**src/rtl/alu_pkg.sv**
```systemverilog
// Shared encodings for the sequential ALU: operation codes and controller states.
package alu_pkg;

  typedef enum logic [1:0] {
    ALU_ADD = 2'b00,
    ALU_SUB = 2'b01,
    ALU_MUL = 2'b10,
    ALU_DIV = 2'b11
  } alu_op_t;

  typedef enum logic [1:0] {
    IDLE = 2'b00,
    CALC = 2'b01,
    DONE = 2'b10
  } state_t;

endpackage

```
**src/rtl/div_step.sv**
```systemverilog
// One restoring-division iteration on magnitudes: shift the partial remainder
// left by one quotient bit, then keep or restore based on the external subtractor.
module div_step #(
  parameter int N = 32
) (
  input  logic [N-1:0] rem,
  input  logic [N-1:0] quo,
  output logic [N-1:0] trial_lo,
  input  logic [N-1:0] diff,
  input  logic         no_borrow,
  output logic [N-1:0] rem_next,
  output logic [N-1:0] quo_next
);

  logic [N:0] shifted_s;
  logic       ge_s;

  // Shifted remainder may carry into bit N; then it always exceeds the divisor.
  always_comb begin
    shifted_s = {rem, quo[N-1]};
    trial_lo  = shifted_s[N-1:0];
    ge_s      = shifted_s[N] | no_borrow;
    if (ge_s) begin
      rem_next = diff;
      quo_next = {quo[N-2:0], 1'b1};
    end else begin
      rem_next = shifted_s[N-1:0];
      quo_next = {quo[N-2:0], 1'b0};
    end
  end

endmodule

```
**src/rtl/seq_alu.sv**
```systemverilog
// Sequential add/sub/mul/div unit with valid/ready handshakes; mul and div
// iterate N times over magnitudes through one shared N-bit adder/subtractor.
module seq_alu
  import alu_pkg::*;
#(
  parameter int N = 32
) (
  input  logic         clk,
  input  logic         rst_n,
  input  logic         in_valid,
  output logic         in_ready,
  input  logic [N-1:0] a,
  input  logic [N-1:0] b,
  input  logic [1:0]   op,
  input  logic         sgn,
  output logic         out_valid,
  input  logic         out_ready,
  output logic [N-1:0] res_lo,
  output logic [N-1:0] res_hi,
  output logic         carry,
  output logic         dz
);

  localparam int CW = $clog2(N + 1);
  localparam logic [N-1:0]   ONE_N  = {{(N-1){1'b0}}, 1'b1};
  localparam logic [2*N-1:0] ONE_2N = {{(2*N-1){1'b0}}, 1'b1};

  state_t        state_r, state_s;
  alu_op_t       op_s, op_r;
  logic [CW-1:0] cnt_r;
  logic [N-1:0]  hi_r, lo_r, opnd_r;
  logic          neg_q_r, neg_r_r;
  logic [N-1:0]  res_lo_r, res_hi_r;
  logic          carry_r, dz_r;

  logic          accept_s, last_s, b_zero_s, iter_s;
  logic          a_neg_s, b_neg_s;
  logic [N-1:0]  a_mag_s, b_mag_s;
  logic [N-1:0]  add_x_s, add_y_s;
  logic          add_sub_s;
  logic [N:0]    add_full_s;
  logic [N-1:0]  trial_lo_s, div_hi_s, div_lo_s;
  logic [N-1:0]  mul_hi_s, mul_lo_s, step_hi_s, step_lo_s;
  logic [2*N-1:0] prod_fix_s;
  logic [N-1:0]  quo_fix_s, rem_fix_s;
  logic          ovf_s;

  assign op_s      = alu_op_t'(op);
  assign in_ready  = (state_r == IDLE);
  assign out_valid = (state_r == DONE);
  assign res_lo    = res_lo_r;
  assign res_hi    = res_hi_r;
  assign carry     = carry_r;
  assign dz        = dz_r;

  // Request decode, operand magnitudes and iteration bookkeeping.
  always_comb begin
    accept_s = in_valid & (state_r == IDLE);
    b_zero_s = (b == '0);
    iter_s   = (op_s == ALU_MUL) | ((op_s == ALU_DIV) & ~b_zero_s);
    last_s   = (cnt_r == CW'(N - 1));
    a_neg_s  = sgn & a[N-1];
    b_neg_s  = sgn & b[N-1];
    a_mag_s  = a_neg_s ? (~a + ONE_N) : a;
    b_mag_s  = b_neg_s ? (~b + ONE_N) : b;
  end

  // The one adder/subtractor: add/sub results in IDLE, partial sums in CALC.
  always_comb begin
    add_x_s   = a;
    add_y_s   = b;
    add_sub_s = (op_s == ALU_SUB);
    case (state_r)
      IDLE: begin
        add_x_s   = a;
        add_y_s   = b;
        add_sub_s = (op_s == ALU_SUB);
      end
      CALC: begin
        add_y_s = opnd_r;
        if (op_r == ALU_MUL) begin
          add_x_s   = hi_r;
          add_sub_s = 1'b0;
        end else begin
          add_x_s   = trial_lo_s;
          add_sub_s = 1'b1;
        end
      end
      default: begin
        add_x_s   = a;
        add_y_s   = b;
        add_sub_s = 1'b0;
      end
    endcase
    add_full_s = {1'b0, add_x_s} + {1'b0, add_y_s ^ {N{add_sub_s}}} + {{N{1'b0}}, add_sub_s};
    if (op_s == ALU_SUB) begin
      ovf_s = (a[N-1] != b[N-1]) & (add_full_s[N-1] != a[N-1]);
    end else begin
      ovf_s = (a[N-1] == b[N-1]) & (add_full_s[N-1] != a[N-1]);
    end
  end

  div_step #(.N(N)) u_div_step (
    .rem       (hi_r),
    .quo       (lo_r),
    .trial_lo  (trial_lo_s),
    .diff      (add_full_s[N-1:0]),
    .no_borrow (add_full_s[N]),
    .rem_next  (div_hi_s),
    .quo_next  (div_lo_s)
  );

  // Shift-add multiply step: {carry, hi+mcand, lo} or {0, hi, lo} shifted right.
  always_comb begin
    if (lo_r[0]) begin
      mul_hi_s = add_full_s[N:1];
      mul_lo_s = {add_full_s[0], lo_r[N-1:1]};
    end else begin
      mul_hi_s = {1'b0, hi_r[N-1:1]};
      mul_lo_s = {hi_r[0], lo_r[N-1:1]};
    end
    if (op_r == ALU_MUL) begin
      step_hi_s = mul_hi_s;
      step_lo_s = mul_lo_s;
    end else begin
      step_hi_s = div_hi_s;
      step_lo_s = div_lo_s;
    end
    prod_fix_s = neg_q_r ? (~{step_hi_s, step_lo_s} + ONE_2N) : {step_hi_s, step_lo_s};
    quo_fix_s  = neg_q_r ? (~step_lo_s + ONE_N) : step_lo_s;
    rem_fix_s  = neg_r_r ? (~step_hi_s + ONE_N) : step_hi_s;
  end

  // Next-state logic.
  always_comb begin
    state_s = state_r;
    case (state_r)
      IDLE: begin
        if (accept_s) begin
          state_s = iter_s ? CALC : DONE;
        end else begin
          state_s = IDLE;
        end
      end
      CALC: begin
        if (last_s) begin
          state_s = DONE;
        end else begin
          state_s = CALC;
        end
      end
      DONE: begin
        if (out_ready) begin
          state_s = IDLE;
        end else begin
          state_s = DONE;
        end
      end
      default: state_s = IDLE;
    endcase
  end

  // State register.
  always_ff @(posedge clk or negedge rst_n) begin
    if (!rst_n) begin
      state_r <= IDLE;
    end else begin
      state_r <= state_s;
    end
  end

  // Operand capture, iteration registers and result registers (held in DONE).
  always_ff @(posedge clk or negedge rst_n) begin
    if (!rst_n) begin
      op_r     <= ALU_ADD;
      cnt_r    <= '0;
      hi_r     <= '0;
      lo_r     <= '0;
      opnd_r   <= '0;
      neg_q_r  <= 1'b0;
      neg_r_r  <= 1'b0;
      res_lo_r <= '0;
      res_hi_r <= '0;
      carry_r  <= 1'b0;
      dz_r     <= 1'b0;
    end else begin
      case (state_r)
        IDLE: begin
          if (accept_s) begin
            op_r    <= op_s;
            cnt_r   <= '0;
            hi_r    <= '0;
            lo_r    <= a_mag_s;
            opnd_r  <= b_mag_s;
            neg_q_r <= a_neg_s ^ b_neg_s;
            neg_r_r <= a_neg_s;
            if ((op_s == ALU_ADD) || (op_s == ALU_SUB)) begin
              res_lo_r <= add_full_s[N-1:0];
              res_hi_r <= '0;
              carry_r  <= sgn ? ovf_s : add_full_s[N];
              dz_r     <= 1'b0;
            end else if ((op_s == ALU_DIV) && b_zero_s) begin
              res_lo_r <= {N{1'b1}};
              res_hi_r <= a;
              carry_r  <= 1'b0;
              dz_r     <= 1'b1;
            end
          end
        end
        CALC: begin
          hi_r  <= step_hi_s;
          lo_r  <= step_lo_s;
          cnt_r <= cnt_r + CW'(1);
          if (last_s) begin
            carry_r <= 1'b0;
            dz_r    <= 1'b0;
            if (op_r == ALU_MUL) begin
              res_lo_r <= prod_fix_s[N-1:0];
              res_hi_r <= prod_fix_s[2*N-1:N];
            end else begin
              res_lo_r <= quo_fix_s;
              res_hi_r <= rem_fix_s;
            end
          end
        end
        default: begin
          cnt_r <= cnt_r;
        end
      endcase
    end
  end

endmodule
```
**config.mk**
```make
export PLATFORM = sky130hd
export DESIGN_NAME = seq_alu
export DESIGN_NICKNAME = d
export VERILOG_FILES = /design/src/rtl/alu_pkg.sv /design/src/rtl/div_step.sv /design/src/rtl/seq_alu.sv
export SDC_FILE = /design/constraint.sdc
export NUM_CORES = 1
export LEC_CHECK = 0
export CAP_MARGIN = 20
export CORE_UTILIZATION = 54
export CTS_CLUSTER_DIAMETER = 150
export DETAILED_ROUTE_END_ITERATION = 10
export GPL_TIMING_DRIVEN = 0
export PLACE_DENSITY_LB_ADDON = 0.3
export SYNTH_ARGS = -nofsm -noshare
export SYNTH_HDL_FRONTEND = slang
export SYNTH_SLANG_ARGS = --single-unit
```
**constraint.sdc**
```tcl
create_clock -name clk -period 7 [get_ports clk]
set_input_delay 1.4 -clock clk [delete_from_list [all_inputs] [get_ports clk]]
set_output_delay 1.4 -clock clk [all_outputs]
set_load 0.01 [all_outputs]
```
==> flow_summary.toml <==
[grt]
antenna_found_initial = 2
grt_pass1_vias = 17619
grt_usage_pct = 48.8
grt_remaining_overflow = 0
grt_start_max_net_pins = 90
grt_pass1_wl_um = 109000

[worst_setup_path]
endpoint_kind = "register"
slowest_delay_ns = 0.44
cp.arrival_ns = 7.43
rr_worst_depth = 36
slowest_stage = "a2111oi_4"
crit_type = "register to register"
reg2reg_from = "op_r[0]$_DFFE_PN0P_"
required_ns = 7.33
worst-path-buf-inv = 13
cp_top_family = "buffers and inverters"
timing.rr.end = "res_hi[30]$_DFFE_PN0P_"
startpoint_type = "register"
crit_top_cell = "buf_12"
rrSetupSlack_ns = -0.11
cp-startpoint = "op_r[0]$_DFFE_PN0P_"
cp_max_fo = 10

[detailed_routing]
vias_per_cell = 6.98
drc = 0
wire_per_inst_um = 28.1
drtAntennaViolNets = 0
num_vias = 18636
wl_um = 75000
drtIter0Drc = 2631
dr.pass1.iters = 8

[floorplan]
rows = 62
initial_core_util_pct = 55.1
die_area_um2 = 30100
die_h_um = 174
io_pins = 139
dieWidth_um = 174
coreArea_um2 = 28900

[synth]
yosysWarnings = 0
syn_avg_cell_area_um2 = 7.64
syn_nets = 2188
synth_top_family_by_area = "compound AO/OA/AOI/OAI gates"
netlist_area_um2 = 15900
synth_seq_cells = 174
synth-xor-area-share_pct = 9.20
synthSimpleGateAreaFrac_pct = 23.6
yosysUniqueCellTypes = 105
synth.yosys.seq_area_share_pct = 27.4
synth_edf_count = 0
synth_top_flop_cell = "dfrtp_1"
synthCells = 2080
synth_mux_area_share_pct = 4.22
synth-compound-area-share_pct = 27.8
synthAdderAreaFrac_pct = 2.96
async_reset_ff_share_pct = 100

[sta]
setup_viol = 3
rsz0062_at_grt = "yes"
skew_ns = 0.0155
hold_violations = 0
finalCritPeriodShare_pct = 102
post-route-min-period_ns = 7.11
layout_setup_ws_ns = -0.107
worst_slew_pin_slew_ns = 1.28
finalMaxSlewViolations = 0
fmax_mhz = 141
slew_headroom_pct = 14.7
tns_ns = -0.140

[finish]
drive_gt1_share_pct = 10.9
fin_nets = 2381
layout-area-overhead-vs-synth_pct = 21.5

[flow_run]
maxCapViolCount = 0

[hold_path]
hold_path_depth = 2
hold_end = "res_lo[4]$_DFFE_PN0P_"
min_from = "res_lo[4]$_DFFE_PN0P_"
hold_class = "register to register"

[clocking]
clk_pin_slew_ns = 0.08
clock_latency_ns = 0.46
hold_buffers = 0
numCtsBuffers = 17
htreeDepth = 4
numClockSinks = 174
clockBufferDepth = 2
cts_root_buffer = "clkbuf_16"
cts_tree = "yes"

[outcome]
violations = "setup timing"
outcome = "finished with violations"

[placement]
gp_congestion = 1.06
io_buffers = 132
dpl.hpwl_um = 57000
## layout by cell type, fill, tap and decap left out, types with 53 or more instances in the layout
master,synthesis,final
a21oi_1,134,128
clkbuf_1,89,70
clkdlybuf4s50_1,0,130
dfrtp_1,174,174
mux2i_1,67,66
nand2_1,282,280
nand3_1,79,78
nor2_1,192,190
nor3_1,56,53
o21ai_0,210,206
xnor2_1,111,105
xor2_1,56,56
## registers in the layout, indices dropped and copies added, names as in the netlist
name	cells
carry	1
cnt_r	6
dz	1
hi_r	32
lo_r	32
neg_q_r	1
neg_r_r	1
op_r	2
opnd_r	32
res_hi	32
res_lo	32
state_r	2
## metrics by stage
step | cell area (um2) | utilization [%] | std cells | setup slack (ns) | hold WS (ns)
after floorplan | 16000 | - | 2080 | 0.0218 | 0.438
after global placement | 17800 | 61.5 | 2596 | -4.14 | 0.456
after detailed placement | 17800 | 61.6 | 2597 | -4.13 | 0.469
after CTS | 19000 | 65.9 | 2658 | 0.0425 | 0.484
after global routing | 19300 | 66.9 | 2670 | -0.181 | 0.500
final | 19300 | 66.9 | 2671 | -0.107 | 0.482
## synth_stat cells (33+ instances only)
master,n,share of area (%)
ha_1,36,2.8
a21oi_1,134,4.2
inv_1,33,0.78
o21ai_0,210,6.6
dfrtp_1,174,27
a31oi_1,54,2.1
nor3_1,56,1.8
nand2_1,282,6.7
nor2_1,192,4.5
nand3_1,79,2.5
xnor2_1,111,6.1
mux2i_1,67,4.2
buf_2,35,1.1
xor2_1,56,3.1
clkbuf_1,89,2.1
## final cells by class
class,instances,area (um2)
Inverter,34,128
Multi-Input combinational cell,1725,11200
Fill cell,2477,9550
Clock inverter,14,140
Clock buffer,18,429
Buffer,146,920
Antenna cell,1,2.50
Tap cell,384,480
Timing Repair Buffer,175,1690
Sequential cell,174,4350
## worst reg2reg max path: cells and delay by family (launching register included)
| kind | cells | cell delay [ns] |
|---|---|---|
| AOI/OAI and AO/OA | 7 | 1.54 |
| xor gates and xnor gates | 2 | 0.44 |
| adders and majority gates | 2 | 0.55 |
| buffers and inverters | 13 | 2.04 |
| DFF | 1 | 0.41 |
| muxes | 1 | 0.17 |
| and+or+nand+nor | 11 | 1.85 |
## worst max-delay path by stage
stage,end,slack [ns],depth (start not counted)
final,res_hi[30]$_DFFE_PN0P_,-0.11,36
after global routing,res_hi[30]$_DFFE_PN0P_,-0.18,36
after CTS,res_hi[20]$_DFFE_PN0P_,0.04,29
after detailed placement,res_hi[30]$_DFFE_PN0P_,-4.13,30
after global placement,res_hi[24]$_DFFE_PN0P_,-4.14,29
after floorplan,res_hi[22]$_DFFE_PN0P_,0.02,34
## kinds of logic (layout without fill, tap and decap cells)
| kind of cell | count (synthesis) | count (layout) |
|---|---|---|
| AOI/OAI and AO/OA | 675 | 675 |
| xor gates and xnor gates | 167 | 167 |
| adders and majority gates | 37 | 37 |
| buffers and inverters | 181 | 387 |
| DFF | 174 | 174 |
| muxes | 67 | 67 |
| other | 0 | 1 |
| and+or+nand+nor | 779 | 779 |
## what timing repair did
item / in CTS / in global routing
setup endpoints to repair: 98 / 18
hold endpoints to repair: 0 / 0
resized for setup: 121 / 36
pin swaps: 17 / 22
setup buffers: 30 / 11
## per-layer routing
metal	global-route usage [%]	share of wire [%]	up-vias
met2	75.7	43	1485
met3	16.1	13	381
met1	57.1	36	8772
met4	33.9	7.9	2
met5	0	0.023	-
li1	-	-	7996
Power is left out: the tool's default activity adds up to more than one toggle a clock period on the data nets, which glitch-free logic cannot reach.
